`src/rtl/ad9516_pkg.sv`:
```
// Shared constants, state encoding and frame packing for the AD9516 SPI master.
package ad9516_pkg;

  localparam int unsigned ADDR_W  = 13;
  localparam int unsigned FRAME_W = 24;
  localparam int unsigned INSTR_W = 16;

  localparam logic [1:0] W1W0_ONE_BYTE = 2'b00;

  typedef enum logic [1:0] {
    StIdle,
    StShift,
    StHold,
    StDone
  } spi_state_e;

  // Instruction word followed by the data byte; reads send a zero byte.
  function automatic logic [FRAME_W-1:0] build_frame(input logic              rw,
                                                     input logic [ADDR_W-1:0] addr,
                                                     input logic [7:0]        wdata);
    return {rw, W1W0_ONE_BYTE, addr, (rw ? 8'h00 : wdata)};
  endfunction

endpackage

```
`src/rtl/ad9516_sclk_gen.sv`:
```
// SCLK half-period divider: counts 0..CLK_DIV-1 while enabled, toggling SCLK when allowed.
module ad9516_sclk_gen #(
  parameter int unsigned CLK_DIV = 4
) (
  input  logic clk,
  input  logic rst_n,
  input  logic en,
  input  logic toggle_en,
  output logic tick,
  output logic rise_en,
  output logic fall_en,
  output logic spi_sclk
);

  localparam int unsigned     CNT_W   = (CLK_DIV > 1) ? $clog2(CLK_DIV) : 1;
  localparam logic [CNT_W-1:0] CNT_MAX = CNT_W'(CLK_DIV - 1);

  logic [CNT_W-1:0] cnt_q;
  logic             sclk_q;

  // Strobes flag the last cycle of a half period; the toggle lands on the following edge.
  always_comb begin
    tick     = en && (cnt_q == CNT_MAX);
    rise_en  = tick && toggle_en && !sclk_q;
    fall_en  = tick && toggle_en && sclk_q;
    spi_sclk = sclk_q;
  end

  always_ff @(posedge clk or negedge rst_n) begin
    if (!rst_n) begin
      cnt_q  <= '0;
      sclk_q <= 1'b0;
    end else if (!en) begin
      cnt_q  <= '0;
      sclk_q <= 1'b0;
    end else begin
      cnt_q <= tick ? '0 : cnt_q + 1'b1;
      if (rise_en || fall_en) begin
        sclk_q <= ~sclk_q;
      end
    end
  end

endmodule

```
`src/rtl/ad9516_spi_ctrl.sv`:
```
// Single-transaction 4-wire SPI master for the AD9516: one 24-bit frame per start pulse.
module ad9516_spi_ctrl #(
  parameter int unsigned CLK_DIV = 4,
  parameter int unsigned ADDR_W  = ad9516_pkg::ADDR_W
) (
  input  logic              clk,
  input  logic              rst_n,
  input  logic              start,
  input  logic              rw,
  input  logic [ADDR_W-1:0] addr,
  input  logic [7:0]        wdata,
  output logic              busy,
  output logic              done,
  output logic [7:0]        rdata,
  output logic              spi_cs_n,
  output logic              spi_sclk,
  output logic              spi_sdio,
  input  logic              spi_sdo
);

  import ad9516_pkg::*;

  localparam int unsigned BIT_W = $clog2(FRAME_W);

  spi_state_e         state_q;
  logic [FRAME_W-1:0] shreg_q;
  logic [FRAME_W-1:0] frame;
  logic [BIT_W-1:0]   bit_cnt_q;
  logic [7:0]         cap_q;
  logic [7:0]         rdata_q;
  logic               rw_q;
  logic               sdio_q;
  logic               cs_n_q;
  logic               busy_q;
  logic               done_q;

  logic gen_en;
  logic gen_toggle;
  logic tick;
  logic rise_en;
  logic fall_en;

  always_comb begin
    frame      = build_frame(rw, addr, wdata);
    // The divider keeps running through HOLD to time it, but SCLK stays parked low.
    gen_en     = (state_q == StShift) || (state_q == StHold);
    gen_toggle = (state_q == StShift);
  end

  ad9516_sclk_gen #(
    .CLK_DIV (CLK_DIV)
  ) u_sclk_gen (
    .clk       (clk),
    .rst_n     (rst_n),
    .en        (gen_en),
    .toggle_en (gen_toggle),
    .tick      (tick),
    .rise_en   (rise_en),
    .fall_en   (fall_en),
    .spi_sclk  (spi_sclk)
  );

  always_ff @(posedge clk or negedge rst_n) begin
    if (!rst_n) begin
      state_q   <= StIdle;
      shreg_q   <= '0;
      bit_cnt_q <= '0;
      cap_q     <= '0;
      rdata_q   <= '0;
      rw_q      <= 1'b0;
      sdio_q    <= 1'b0;
      cs_n_q    <= 1'b1;
      busy_q    <= 1'b0;
      done_q    <= 1'b0;
    end else begin
      done_q <= 1'b0;
      unique case (state_q)
        StIdle: begin
          if (start) begin
            shreg_q   <= frame;
            sdio_q    <= frame[FRAME_W-1];
            rw_q      <= rw;
            bit_cnt_q <= BIT_W'(FRAME_W - 1);
            cs_n_q    <= 1'b0;
            busy_q    <= 1'b1;
            state_q   <= StShift;
          end
        end
        StShift: begin
          // fall_en marks the last high cycle of a bit: sample SDO, then advance SDIO.
          if (fall_en) begin
            if (rw_q && (bit_cnt_q < BIT_W'(8))) begin
              cap_q <= {cap_q[6:0], spi_sdo};
            end
            if (bit_cnt_q == '0) begin
              state_q <= StHold;
            end else begin
              bit_cnt_q <= bit_cnt_q - 1'b1;
              shreg_q   <= {shreg_q[FRAME_W-2:0], 1'b0};
              sdio_q    <= shreg_q[FRAME_W-2];
            end
          end
        end
        StHold: begin
          if (tick) begin
            if (rw_q) begin
              rdata_q <= cap_q;
            end
            sdio_q  <= 1'b0;
            cs_n_q  <= 1'b1;
            busy_q  <= 1'b0;
            done_q  <= 1'b1;
            state_q <= StDone;
          end
        end
        StDone: begin
          state_q <= StIdle;
        end
        default: begin
          state_q <= StIdle;
        end
      endcase
    end
  end

  always_comb begin
    busy     = busy_q;
    done     = done_q;
    rdata    = rdata_q;
    spi_cs_n = cs_n_q;
    spi_sdio = sdio_q;
  end

endmodule
```
`config.mk`:
```
export PLATFORM = sky130hd
export DESIGN_NAME = ad9516_spi_ctrl
export DESIGN_NICKNAME = d
export VERILOG_FILES = /design/src/rtl/ad9516_pkg.sv /design/src/rtl/ad9516_sclk_gen.sv /design/src/rtl/ad9516_spi_ctrl.sv
export SDC_FILE = /design/constraint.sdc
export NUM_CORES = 1
export LEC_CHECK = 0
export BUFFER_PORTS_ARGS = -buffer_cell sky130_fd_sc_hd__buf_2
export CORE_UTILIZATION = 35
export CTS_BUF_LIST = sky130_fd_sc_hd__clkbuf_16
export DETAILED_ROUTE_END_ITERATION = 8
export PLACE_DENSITY_LB_ADDON = 0.1
export SLEW_MARGIN = 20
export SYNTH_ARGS = -nofsm -noshare
export SYNTH_HDL_FRONTEND = slang
export SYNTH_HIERARCHICAL = 1
export SYNTH_SLANG_ARGS = --single-unit
```
`constraint.sdc`:
```
create_clock -name clk -period 4.2 [get_ports clk]
set_clock_uncertainty 0.2 [all_clocks]
set_input_delay 0.42 -clock clk [delete_from_list [all_inputs] [get_ports clk]]
set_output_delay 0.42 -clock clk [all_outputs]
set_load 0.005 [all_outputs]
```
==> results.md, run 1 <==
* Final GP Congestion at 0.705
* Required time worst endpoint at 4180 ps
* Worst hold slack at 157 ps
* Worst min-delay path endpoint: cap_q[0]
* Clock Latency Late Sink at 290 ps
* Final #Nets at 276
* Gates resized, CTS repair at 0
* RSZ-0062 raised after global routing: false
* Synth Instances at 205
* Core ar. at 0.00687 sq mm
* Vias at 1644
* Post-Route Setup TNS at 0 ps
* # IOs at 39
* Drt pass-1 iters at 4
* Worst hold path class: in -> reg
* Fillers at 671
* Dpl ws at 860 ps
* Final WS setup at 936 ps
* Slew Viols, Final at 0
* HPWL after DPL at 3220 um
* Worst Setup End Kind: flop
* GRT Total Usage at 13.7%
* Worst R2R Path Depth at 6
* Max frequency at 306 MHz
* Area growth, synth to finish at 18.5%
* Fin. Hold Viols at 0
* Worst endpoint data arrival time at 3240 ps
* Final core occ at 43.4%
* Clock-pin transition on the worst setup and hold timing paths at 70 ps
* Initial drt markers at 72
* Tmin final at 3260 ps
* First-pass GRT wire length at 7850 um
* Critical Path Source Type: flop
* Internal power at 1.32 mW
* Syn avg cell area at 12.3 sq um
* Full die area at 0.00752 sq mm
* Area of the multi-input gates at 0.00107 sq mm
* Vias per cell at 4.84
* Static Leak at 1.46 nW
* Residual DRC at 0
* Reg-to-reg endpoint: shreg_q[1]
* Mapped Area at 0.00251 sq mm
* Layout cell share with drive strength beyond 1 at 32.4%
* Die Span Y at 86.7 um
* Crit path max fanout at 25
* Syn nets at 238
* Sink Count at 54
* Worst Hold Depth at 2
* Cell Count, Final, Fillers Out at 340
* R2r startpoint: state_q[1]
* Largest net degree at the start of global routing at 29
* Num rows at 30
* Avg WL per Cell at 13.5 um
* Initial antenna violation count at 0
* Relative slew slack at 40.6%
* Worst Setup Path Type: reg -> reg
* Register area at 0.00135 sq mm
* Root Driver: clkbuf_16
* Max-Cap Viols at 0
* Total Wirelength at 4600 um
* Combinational share of power at 34.8%
* Synthesis Warnings at 6
* Hold Crit Start: spi_sdo
* Cell total after placement at 331
* Clock power share at 26.9%
* DRT antenna net count at 0
* Endpoints failing setup at 0
* Flop2flop setup slack at 940 ps
* Initial core utilization at 36.6%
* Sw Share at 32.9%
* Flop pwr share at 38.3%
* Die W at 86.7 um
* Port Buffers at 38
* PD cells at 663 mW/mm^2
* Max clock buf depth at 2
* Number of diodes at 0
* Clock buffer count from CTS at 5
* Worst IR Drop VDD at 0.246 mV
* Switch Pwr at 651 uW
* Clock tree from TritonCTS: done
* Fin crit share at 77.7%
* Max H-tree Level at 2
* Status: finished clean
* Worst-margin pin slew at 891 ps
* Number of global-route vias before repair at 1659
* Remaining global-route overflow at 0
-- state kept, by name, indices dropped and copies added, names as in the netlist --
signal	cells
bit_cnt_q	5
busy	1
cap_q	8
done	1
rdata	8
rw_q	1
shreg_q	23
spi_cs_n	1
spi_sdio	1
state_q	2
u_sclk_gen/cnt_q	2
u_sclk_gen/spi_sclk	1
-- metrics by stage --
stage | area (sq um) | total power, mW
CTS | 2980 | 2.01
finish | 2980 | 1.98
global placement | 2780 | 1.46
floorplan | 2510 | 1.33
detailed placement | 2780 | 1.47
global route | 2980 | 2.13
-- worst max-delay path, stage by stage, from the launching register on --
cell and delay (ps):
dfrtp_1 410, inv_1 100, ha_1 660, or2b_1 340, nor2_4 280, or2_1 740, mux2_2 410
-- final cells by class --
cell class | count | area share (%)
sequential | 54 | 45.4
multi-input combinational | 134 | 36.0
timing repair buffer | 41 | 7.22
clock buffer | 5 | 4.20
tap | 96 | 4.03
clock inverter | 3 | 2.31
inverter | 7 | 0.882
-- cell usage in the layout (no fill, tap or decap), types with 3 or more instances in the layout --
cell type,count
a22o_1,8
buf_2,38
clkbuf_16,5
dfrtp_1,53
ha_1,7
inv_1,7
mux2_2,23
mux2i_1,17
nand2_1,4
nand2b_1,3
nor2_1,6
o21ai_0,31
-- worst max-delay path by stage --
stage	cells after the start	to	startpoint	slack, ps
after floorplan	10	shreg_q[2]	state_q[0]	1720
after global placement	6	shreg_q[4]	state_q[1]	910
after detailed placement	6	shreg_q[3]	state_q[1]	860
after CTS	6	shreg_q[6]	state_q[1]	850
after global routing	6	shreg_q[6]	state_q[1]	640
final	6	shreg_q[1]	state_q[1]	940
-- power groups by stage --
stage | sequential [mW] | clock, mW | combinational [mW]
2_1_floorplan | 0.744 | 0 | 0.590
3_3_place_gp | 0.768 | 0 | 0.694
3_5_place_dp | 0.767 | 0 | 0.701
4_1_cts | 0.758 | 0.548 | 0.706
5_1_grt | 0.777 | 0.567 | 0.784
6_report | 0.757 | 0.531 | 0.688
-- metal layers --
layer	part of all wire, %	wire, um	track usage (%)	vias up
met2	46	2130	21.9	28
li1	-	-	-	812
met3	3.5	162	3.52	8
met1	49	2240	18.1	796
met5	0	0	0	-
met4	1.4	65	4.55	0
-- timing repair --
| action | CTS | global route |
|---|---|---|
| hold buffers | 1 | 0 |
| buffers inserted | 0 | 0 |
| endpoints found under the hold margin | 26 | 0 |
Note: power is estimated with default switching activity, not from simulation.
==> inputs of run 2 (changes only) <==
==> constraint.sdc (replaced) <==
create_clock -name clk -period 3 [get_ports clk]
set_clock_uncertainty 0.2 [all_clocks]
set_input_delay 0.3 -clock clk [delete_from_list [all_inputs] [get_ports clk]]
set_output_delay 0.3 -clock clk [all_outputs]
set_load 0.005 [all_outputs]
==> results.md, run 2 (synthesis gave the netlist of run 1 again) <==
* Crit path max fanout at 25 (unchanged)
* Worst endpoint data arrival time at 2650 ps (-590 ps)
* Slew Viols, Final at 0 (unchanged)
* Tmin final at 2680 ps (-587 ps)
* RSZ-0062 raised after global routing: false
* Drt pass-1 iters at 4 (unchanged)
* Max clock buf depth at 2 (unchanged)
* Avg WL per Cell at 13.6 um (+0.58%)
* Clock-pin transition on the worst setup and hold timing paths at 70 ps (about the same)
* Hold_buf cts at 1 (unchanged)
* Vias per cell at 4.80 (-0.68%)
* Clock tree from TritonCTS: done
* Gates resized, CTS repair at 0 (unchanged)
* Endpoints failing setup at 0 (unchanged)
* Final GP Congestion at 0.715 (+1.4%)
* M2 GR Usage at 23.5% (+1.6 points)
* Met3 usage at 3.24% (-0.29 points)
* Fin crit share at 89.2% (+12 points)
* First-pass GRT wire length at 8160 um (+3.9%)
* GRT Total Usage at 14.1% (+0.37 points)
* Flop2flop setup slack at 320 ps (-610 ps)
* Status: finished clean
* Die Span Y at 86.7 um (unchanged)
* Fin. Hold Viols at 0 (unchanged)
* Worst Setup End Kind: flop
* Remaining global-route overflow at 0 (unchanged)
* Required time worst endpoint at 2980 ps (-1200 ps)
* Final core occ at 43.4% (about the same)
* Post-Route Setup TNS at 0 ps (unchanged)
* Initial core utilization at 36.6% (unchanged)
* Sink Count at 54 (unchanged)
* Num rows at 30 (unchanged)
* Worst Setup Path Type: reg -> reg
* PD cells at 887 mW/mm^2 (+34%)
* Port Buffers at 38 (unchanged)
* Residual DRC at 0 (unchanged)
* Critical Path Source Type: flop
* Number of global-route vias before repair at 1671 (+0.72%)
* Setup Buffers After CTS at 0 (unchanged)
* Final #Nets at 280 (+1.4%)
* Clock Latency Late Sink at 290 ps (about the same)
* Worst-margin pin slew at 658 ps (-233 ps)
* GR Layer Usage met1 at 18.0% (-0.055 points)
* Worst hold path class: in -> reg
* Commonest non-fill, non-tap cell in the layout: dfrtp_1
* Full die area at 0.00752 sq mm (unchanged)
* Worst IR Drop VDD at 0.342 mV (+39%)
* Total Wirelength at 4680 um (+1.8%)
* GR peak layer: met2
* HPWL after DPL at 3240 um (+0.83%)
* Largest Register: shreg_q
* Max frequency at 374 MHz (+22%)
* Max H-tree Level at 2 (unchanged)
* Number of flip-flops in the largest register at 23 (unchanged)
* Layout cell share with drive strength beyond 1 at 33.5% (+1.1 points)
* Fillers at 658 (-1.9%)
* Static Leak at 1.46 nW (about the same)
* Largest net degree at the start of global routing at 29 (unchanged)
* Vias at 1652 (+0.49%)
* DRT antenna net count at 0 (unchanged)
* Initial antenna violation count at 0 (unchanged)
* Initial drt markers at 79 (+9.7%)
* Area growth, synth to finish at 18.5% (about the same)
* Max-Cap Viols at 0 (unchanged)
* Die W at 86.7 um (unchanged)
* Clock buffer count from CTS at 5 (unchanged)
* Root Driver: clkbuf_16
* Number of diodes at 0 (unchanged)
* Relative slew slack at 56.1% (+16 points)
* Commonest non-fill, non-tap cells in the layout: 53 x dfrtp_1, 38 x buf_2, 31 x o21ai_0, 23 x mux2_2, 17 x mux2i_1
* # IOs at 39 (unchanged)
* Core ar. at 0.00687 sq mm (unchanged)
-- run 2: per-layer routing --
| layer | part of all wire (%) | vias to the layer above |
|---|---|---|
| met3 | 3.3 | 7 |
| met1 | 47 | 791 |
| li1 | - | 825 |
| met4 | 1.3 | 0 |
| met2 | 48 | 29 |
| met5 | 0 | - |
-- run 2: worst paths after layout --
check | cells after the start | from | to
setup / recovery | 9 | state_q[0] | shreg_q[6]
hold / removal | 2 | spi_sdo | cap_q[0]
setup reg to reg | 9 | state_q[0] | shreg_q[6]
hold reg to reg | 1 | u_sclk_gen/cnt_q[0] | u_sclk_gen/cnt_q[0]
max in group asynchronous | 3 | rst_n | shreg_q[1]
min in group asynchronous | 2 | rst_n | busy
-- run 2: metrics by stage --
stage | setup slack (ps) | hold slack (ps) | std cells | power, mW | area, sq um
2_1_floorplan | 517 | -196 | 205 | 1.87 | 2510
3_3_place_gp | 346 | 175 | 335 | 2.09 | 2820
3_5_place_dp | 314 | 170 | 335 | 2.10 | 2820
4_1_cts | 301 | 32.5 | 344 | 2.69 | 2980
5_1_grt | 102 | 32.6 | 344 | 2.86 | 2980
6_report | 323 | 37.7 | 344 | 2.64 | 2980
-- run 2: area by class of cell --
type                       instances  area (sq um)  area share [%]
clock inverter                     3          25.0           0.840
multi-input combinational        134          1070            36.0
inverter                           7          26.3           0.882
clock buffer                       5           125            4.20
timing repair buffer              45           258            8.66
sequential                        54          1350            45.4
tap                               96           120            4.03
-- run 2: where the power goes --
group	internal [mW]	switching (mW)
Clock	0.314	0.268
Sequential	0.943	0.112
Combinational	0.464	0.540
-- run 2: worst max-delay path: stages, from the launching register on --
cell,delay [ps]
dfrtp_1,370
inv_1,100
ha_1,390
and2_4,200
and3_1,190
or2b_1,290
nand3_4,100
or2_1,90
buf_4,260
mux2_2,370
